File: src/rtl/fifo_unpacker.sv
// Pops 64-bit words from a synchronous FIFO and serialises each one LSB-first into
// OUT_W-bit lanes on a valid/ready stream, keeping one spare word to hide read latency.
module fifo_unpacker #(
  parameter int DATA_W = 64,
  parameter int OUT_W  = 8
) (
  input  logic              clk,
  input  logic              rst,
  input  logic              fifo_empty,
  output logic              fifo_rd_en,
  input  logic [DATA_W-1:0] fifo_data,
  input  logic              fifo_valid,
  output logic [OUT_W-1:0]  m_data,
  output logic              m_valid,
  input  logic              m_ready,
  output logic              m_last,
  output logic [15:0]       word_cnt,
  output logic              protocol_err
);

  localparam int N     = DATA_W / OUT_W;
  localparam int CNT_W = (N > 1) ? $clog2(N) : 1;
  localparam logic [CNT_W-1:0] LAST_LANE = CNT_W'(N - 1);

  logic [DATA_W-1:0] act_reg, act_reg_n;
  logic              act_valid, act_valid_n;
  logic [CNT_W-1:0]  lane_cnt, lane_cnt_n;
  logic [DATA_W-1:0] spr_reg, spr_reg_n;
  logic              spr_valid, spr_valid_n;
  logic              pending, pending_n;
  logic [15:0]       word_cnt_n;
  logic              protocol_err_n;

  logic fire;
  logic word_done;
  logic arrival;
  logic stray;

  assign fire      = act_valid & m_ready;
  assign word_done = fire & (lane_cnt == LAST_LANE);
  assign arrival   = fifo_valid & pending;
  assign stray     = fifo_valid & ~pending;

  // At most one word may be in flight or parked, so a pop waits on both.
  assign fifo_rd_en = ~rst & ~fifo_empty & ~pending & ~spr_valid;

  always_comb begin
    m_data = '0;
    for (int k = 0; k < N; k++) begin
      if (lane_cnt == CNT_W'(k)) begin
        m_data = act_reg[k*OUT_W +: OUT_W];
      end
    end
  end

  assign m_valid = act_valid;
  assign m_last  = act_valid & (lane_cnt == LAST_LANE);

  always_comb begin
    act_reg_n      = act_reg;
    act_valid_n    = act_valid;
    lane_cnt_n     = lane_cnt;
    spr_reg_n      = spr_reg;
    spr_valid_n    = spr_valid;
    pending_n      = pending;
    word_cnt_n     = word_cnt;
    protocol_err_n = protocol_err | stray;

    if (fire) begin
      lane_cnt_n = word_done ? '0 : lane_cnt + 1'b1;
    end

    if (word_done) begin
      act_valid_n = 1'b0;
      word_cnt_n  = word_cnt + 16'd1;
    end

    // Promotion and arrival never coincide: a parked spare blocks any pop.
    if (word_done && spr_valid) begin
      act_reg_n   = spr_reg;
      act_valid_n = 1'b1;
      lane_cnt_n  = '0;
      spr_valid_n = 1'b0;
    end

    if (arrival) begin
      pending_n = 1'b0;
      if (!act_valid || word_done) begin
        act_reg_n   = fifo_data;
        act_valid_n = 1'b1;
        lane_cnt_n  = '0;
      end else begin
        spr_reg_n   = fifo_data;
        spr_valid_n = 1'b1;
      end
    end

    if (fifo_rd_en) begin
      pending_n = 1'b1;
    end
  end

  always_ff @(posedge clk or posedge rst) begin
    if (rst) begin
      act_reg      <= '0;
      act_valid    <= 1'b0;
      lane_cnt     <= '0;
      spr_reg      <= '0;
      spr_valid    <= 1'b0;
      pending      <= 1'b0;
      word_cnt     <= '0;
      protocol_err <= 1'b0;
    end else begin
      act_reg      <= act_reg_n;
      act_valid    <= act_valid_n;
      lane_cnt     <= lane_cnt_n;
      spr_reg      <= spr_reg_n;
      spr_valid    <= spr_valid_n;
      pending      <= pending_n;
      word_cnt     <= word_cnt_n;
      protocol_err <= protocol_err_n;
    end
  end

endmodule

File: config.mk
export PLATFORM = sky130hd
export DESIGN_NAME = fifo_unpacker
export DESIGN_NICKNAME = d
export VERILOG_FILES = /design/src/rtl/fifo_unpacker.sv
export SDC_FILE = /design/constraint.sdc
export NUM_CORES = 1
export LEC_CHECK = 0
export BUFFER_PORTS_ARGS = -buffer_cell sky130_fd_sc_hd__buf_4
export CAP_MARGIN = 40
export CORE_ASPECT_RATIO = 1.4
export CORE_MARGIN = 2
export CORE_UTILIZATION = 55
export DETAILED_ROUTE_END_ITERATION = 10
export PLACE_DENSITY = 0.87
export RECOVER_POWER = 100
export SYNTH_ARGS = -nofsm -noshare
export SYNTH_HDL_FRONTEND = slang
export SYNTH_SLANG_ARGS = --single-unit
File: constraint.sdc
create_clock -name clk -period 8.9 [get_ports clk]
set_clock_uncertainty 0.1 [all_clocks]
set_input_delay 1.78 -clock clk [delete_from_list [all_inputs] [get_ports clk]]
set_output_delay 1.78 -clock clk [all_outputs]
set_load 0.005 [all_outputs]
After elaboration in Yosys (flattened, before gate mapping) --
Cells that the tools add are included.
Cells by class: $add $sub $neg 2, $mul 0, div/mod/pow operators 0, magnitude comparators 0, eq/ne operators 7, shift-type cells 0, multiplexer cells 25, bitwise operators 14, reductions and logical operators 6
Operators with widths (number):
- two-way mux 64 bit | 3
- two-way mux 8 bit | 8
- adder 16 x 1 -> 16 bit (second input constant) | 1
- two-way mux 3 bit | 5
- == test 3 bit (second input constant) | 4
- two-way mux 1 bit | 9
- AND 1 bit | 8
- == test 3 x 2 -> 1 bit (second input constant) | 2
- NOT 1 bit | 5
- adder 3 x 1 -> 3 bit (second input constant) | 1
- == test 3 x 1 -> 1 bit (second input constant) | 1
- zero test 3 bit | 1
- AND reduction 2 bit | 1
- nonzero test 2 bit | 1
- logical AND 1 bit | 1
- zero test 1 bit | 1
- logical OR 1 bit | 1
- bitwise OR 1 bit | 1
Storage, ports and cells: register bits 151, latch bits 0, memory bits (writable) 0, ROM bits 0, output and inout port bits 28, word-level logic and storage cells 62, memories kept 0

Longest topological paths before layout --
word-level depth 9, depth in mapped cells 10

Least setup slack after synthesis --
Ideal clock, no wire load.
kind input-to-output, start point input port fifo_empty, end point output port fifo_rd_en, arrival 2097 ps, required time 7020 ps, path slack 4923 ps, cell stages on the path 1, path buffers 0, path through nor4_1
On the way: cells in the longest elaborated chain, start to end 4
Ends and longest elaborated chain:
- start, declared | RTL line 9 | input logic fifo_empty,
- NOT 1 bit | RTL line 45 | assign fifo_rd_en = ~rst & ~fifo_empty & ~pending & ~spr_valid;
- AND 1 bit (3 in series) | RTL line 45
- end, declared | RTL line 10 | output logic fifo_rd_en,
No other way between the ends.

Final worst setup path --
start point input port m_ready, end point register act_reg[36]
On the way: cells in the longest elaborated chain, start to end 6, elaborated cells on any way between the ends 7, those cells by class mux (3); bitwise (2); reduce/logical (2)
Ends and longest elaborated chain:
- start, declared | RTL line 15 | input logic m_ready,
- AND 1 bit * | RTL line 39 | assign fire = act_valid & m_ready;
- AND 1 bit * | RTL line 40 | assign word_done = fire & (lane_cnt == LAST_LANE);
- logical AND 1 bit | RTL line 79 | if (word_done && spr_valid) begin
- two-way mux 64 bit | RTL line 79
- two-way mux 64 bit | RTL line 88 | if (!act_valid || word_done) begin
- two-way mux 64 bit * | RTL line 86 | if (arrival) begin
- net act_reg_n[36] | RTL line 25 | logic [DATA_W-1:0] act_reg, act_reg_n;
- end signal, assigned | RTL line 114 | act_reg <= act_reg_n;
- end, declared | RTL line 25
Mark *: on every way through the listed nets, which the timed path passes. The rest lies on a longest branch. A chain may end at the register's enable or synchronous reset.

==> flow_summary_export.csv <==
group,metric,value,unit
yosys,syn-num-nets,722,
sta,max_freq,162,MHz
run,drv_cap,4,
global_routing,antenna_found_initial,0,
sta,final.min_clock_period,6.18,ns
sta,rsz0062_at_grt,"no",
global_routing,grt_max_degree,82,
setup_path,path_class,"in2reg",
final_layout,n_antenna_cell,0,
place,postPlaceCellArea,7840,um^2
setup_path,arrival,6.21,ns
place,hpwlAfterDp,11100,um
yosys,mappedNetlistArea,7140,um^2
global_routing,use_met3,0.0454,
clock_tree,cts_tree,"yes",
clock_tree,postCtsHoldBufs,0,
min_path,hold_class,"reg2reg",
min_path,hold_depth,1,
clock_tree,cts_setup_buffers,0,
global_routing,grt_first_pass_wirelength,26300,um
detailed_routing,drtIter0Drc,343,
setup_path,cp_num_buf_inv,3,
detailed_routing,viasPerCell,5.87,
setup_path,path_cells,"clkbuf_1 > nand2_1 > a21oi_4 > clkbuf_1 > clkbuf_1 > o21ai_0",
setup_path,start_kind,"input pin",
setup_path,required,8.94,ns
global_routing,grt_pass1_vias,5281,
setup_path,cp_slowest_stage_delay,2.10,ns
yosys,synth_seq_area_share,0.529,
clock_tree,cts.repair.resized,0,
detailed_routing,drtAntennaViolNets,0,
yosys,yosysUniqueCellTypes,46,
detailed_routing,wl,16400,um
global_routing,track_usage,0.242,
setup_path,critical_path.max_fanout,79,
setup_path,cp.depth,6,
clock_tree,worstSkewPairLatency,0.42,ns
final_layout,fin_area,8420,um^2
die,core,12800,um^2
power_and_ir_drop,p_leak,3.76,nW
yosys,syn_inst,646,
setup_path,cp_common_cell,"clkbuf_1",
yosys,ys_warn_count,0,
yosys,synth_ff_type,"dfrtp_1",
place,io_buffers,96,
die,die-height,139,um
sta,max-slew-margin-rel,-1.48,
status,status,"finished with violations",
detailed_routing,via_count,5227,
sta,worst_slew_pin_slew,3.71,ns
setup_path,r2r_cells,6,
sta,fin_hold_ws,0.356,ns
power_and_ir_drop,max-vdd-ir-drop,0.185,mV
setup_path,worst_path_max_delay_cell,"clkbuf_1",
global_routing,grt_use_met2,0.410,
die,io_pins,97,
status,violations,"capacitance limit, slew limit",
clock_tree,cts-root-buf,"clkbuf_16",
sta,setup_violations,0,
die,initial_utilization,0.560,
die,fp.dieArea,13900,um^2
sta,final-max-slew-violation-count,282,
setup_path,crit_path_end_kind,"register",
clock_tree,htree_num_levels,4,
yosys,synth-async-reset-ratio,1.00,
final_layout,drive_gt1_frac,0.263,
clock_tree,cts.clk_slew.worst_paths,0.06,ns
sta,fin_crit_sh,0.694,
die,dieWidth,100,um
detailed_routing,drc,0,
place,gp_congestion,0.893,
yosys,ys_seq_elements,151,
sta,tns,0,ns
detailed_routing,wl_per_cell,18.4,um
sta,hold_viol,0,
final_layout,fin_nets,800,
global_routing,grt.overflow.total,0,
yosys,postSynthAreaPerCell,11.1,um^2
setup_path,path_delay_family,"buffers and inverters",
global_routing,use_met1,0.300,
clock_tree,cts_num_sinks,151,
power_and_ir_drop,power,0.00280,W
yosys,synth_edf_count,0,
global_routing,grt.busiest_layer,"met2",
power_and_ir_drop,power_density,332,nW/um^2
clock_tree,clock_path_buffers,2,
clock_tree,numCtsBuffers,17,
final_layout,area_growth,18.0,%
final_layout,utilization,0.661,
detailed_routing,first_pass_iters,5,
die,rows,49,
==> power breakdown <==
part	internal [W]	total, W	leakage [nW]	switching, W
clock	0.000452	0.000741	0.287	0.000289
combinational	0.000436	0.000853	1.61	0.000417
sequential	0.000987	0.00120	1.87	0.000215
==> cells by family after synthesis <==
kind of cell	synth area share
buffers and inverters	0.0492
muxes	0.188
xor gates and xnor gates	0.0184
and+or+nand+nor	0.100
AOI/OAI and AO/OA	0.103
DFF	0.529
adders and majority gates	0.0123
==> cell usage in the layout, fill, tap and decap left out, types with 4 or more instances in the layout <==
cell,instances
nor2_1,19
o22ai_1,11
clkbuf_1,8
o21ai_0,70
nor3_1,5
nor3b_1,5
mux2i_1,62
nand3b_1,4
xnor2_1,13
clkinvlp_4,4
buf_4,65
clkbuf_16,17
a221o_1,4
nor2b_1,5
clkbuf_4,28
nand3_1,8
a21oi_1,33
mux2_2,63
inv_1,12
ha_1,7
inv_6,4
nand4_1,6
nand2_1,93
dfrtp_1,151
==> synthesized netlist by cell type (2+ instances only) <==
master	instances	share of area
clkbuf_1	11	0.0058
mux2i_1	62	0.087
nor2_1	19	0.010
buf_4	2	0.0021
o22ai_1	11	0.0096
a21oi_1	34	0.024
dfrtp_1	151	0.53
nor2b_1	5	0.0044
mux2_2	64	0.10
nand2_1	93	0.049
nand3_1	8	0.0056
inv_1	13	0.0068
buf_2	20	0.014
buf_12	5	0.014
o21bai_1	2	0.0021
xor2_1	2	0.0025
o21ai_0	36	0.025
o2111ai_1	3	0.0037
a221o_1	4	0.0056
o21ai_1	34	0.024
ha_1	7	0.012
buf_6	3	0.0047
and3_1	3	0.0026
nand4_1	6	0.0053
nor3b_1	5	0.0053
a221oi_1	3	0.0037
and4_1	2	0.0025
nor3_1	5	0.0035
nand3b_1	4	0.0042
xnor2_1	13	0.016
==> metrics by stage <==
stage / instances / setup WS [ns]
6_report: 890 / 2.72
2_1_floorplan: 646 / 2.96
4_1_cts: 889 / 4.06
5_1_grt: 890 / 2.15
3_5_place_dp: 857 / 4.56
3_3_place_gp: 855 / 4.54
==> routing by layer <==
layer | vias to the layer above | share of wire
met5 | - | 0
met4 | 0 | 0.031
met3 | 40 | 0.040
met2 | 156 | 0.52
met1 | 2613 | 0.40
li1 | 2418 | -
==> worst paths after layout <==
path | startpoint | to | slack [ns]
max in group asynchronous | rst | act_reg[3]$_DFF_PP0_ | 4.83
min in group asynchronous | rst | pending$_DFFE_PP0P_ | 2.24
hold / removal | protocol_err$_DFF_PP0_ | protocol_err$_DFF_PP0_ | 0.36
hold reg to reg | protocol_err$_DFF_PP0_ | protocol_err$_DFF_PP0_ | 0.36
setup / recovery | m_ready | act_reg[36]$_DFF_PP0_ | 2.72
setup reg to reg | lane_cnt[2]$_DFF_PP0_ | act_reg[36]$_DFF_PP0_ | 2.98
==> area by class of cell <==
class	instances	area [um^2]
Timing Repair Buffer	102	767
Multi-Input combinational cell	438	3020
Tap cell	153	191
Fill cell	968	4330
Clock buffer	19	443
Sequential cell	151	3780
Inverter	14	53.8
Clock inverter	13	169
==> worst register-to-register path: cells and delay by family (launching register included) <==
family | cells | cell delay [ns]
buffers and inverters | 2 | 3.43
AO/OA/AOI/OAI | 2 | 0.71
flip-flops | 1 | 0.61
adder cells (fa/ha/maj) | 1 | 0.55
AND/OR/NAND/NOR | 1 | 0.24
(Power assumes the default switching activity.)
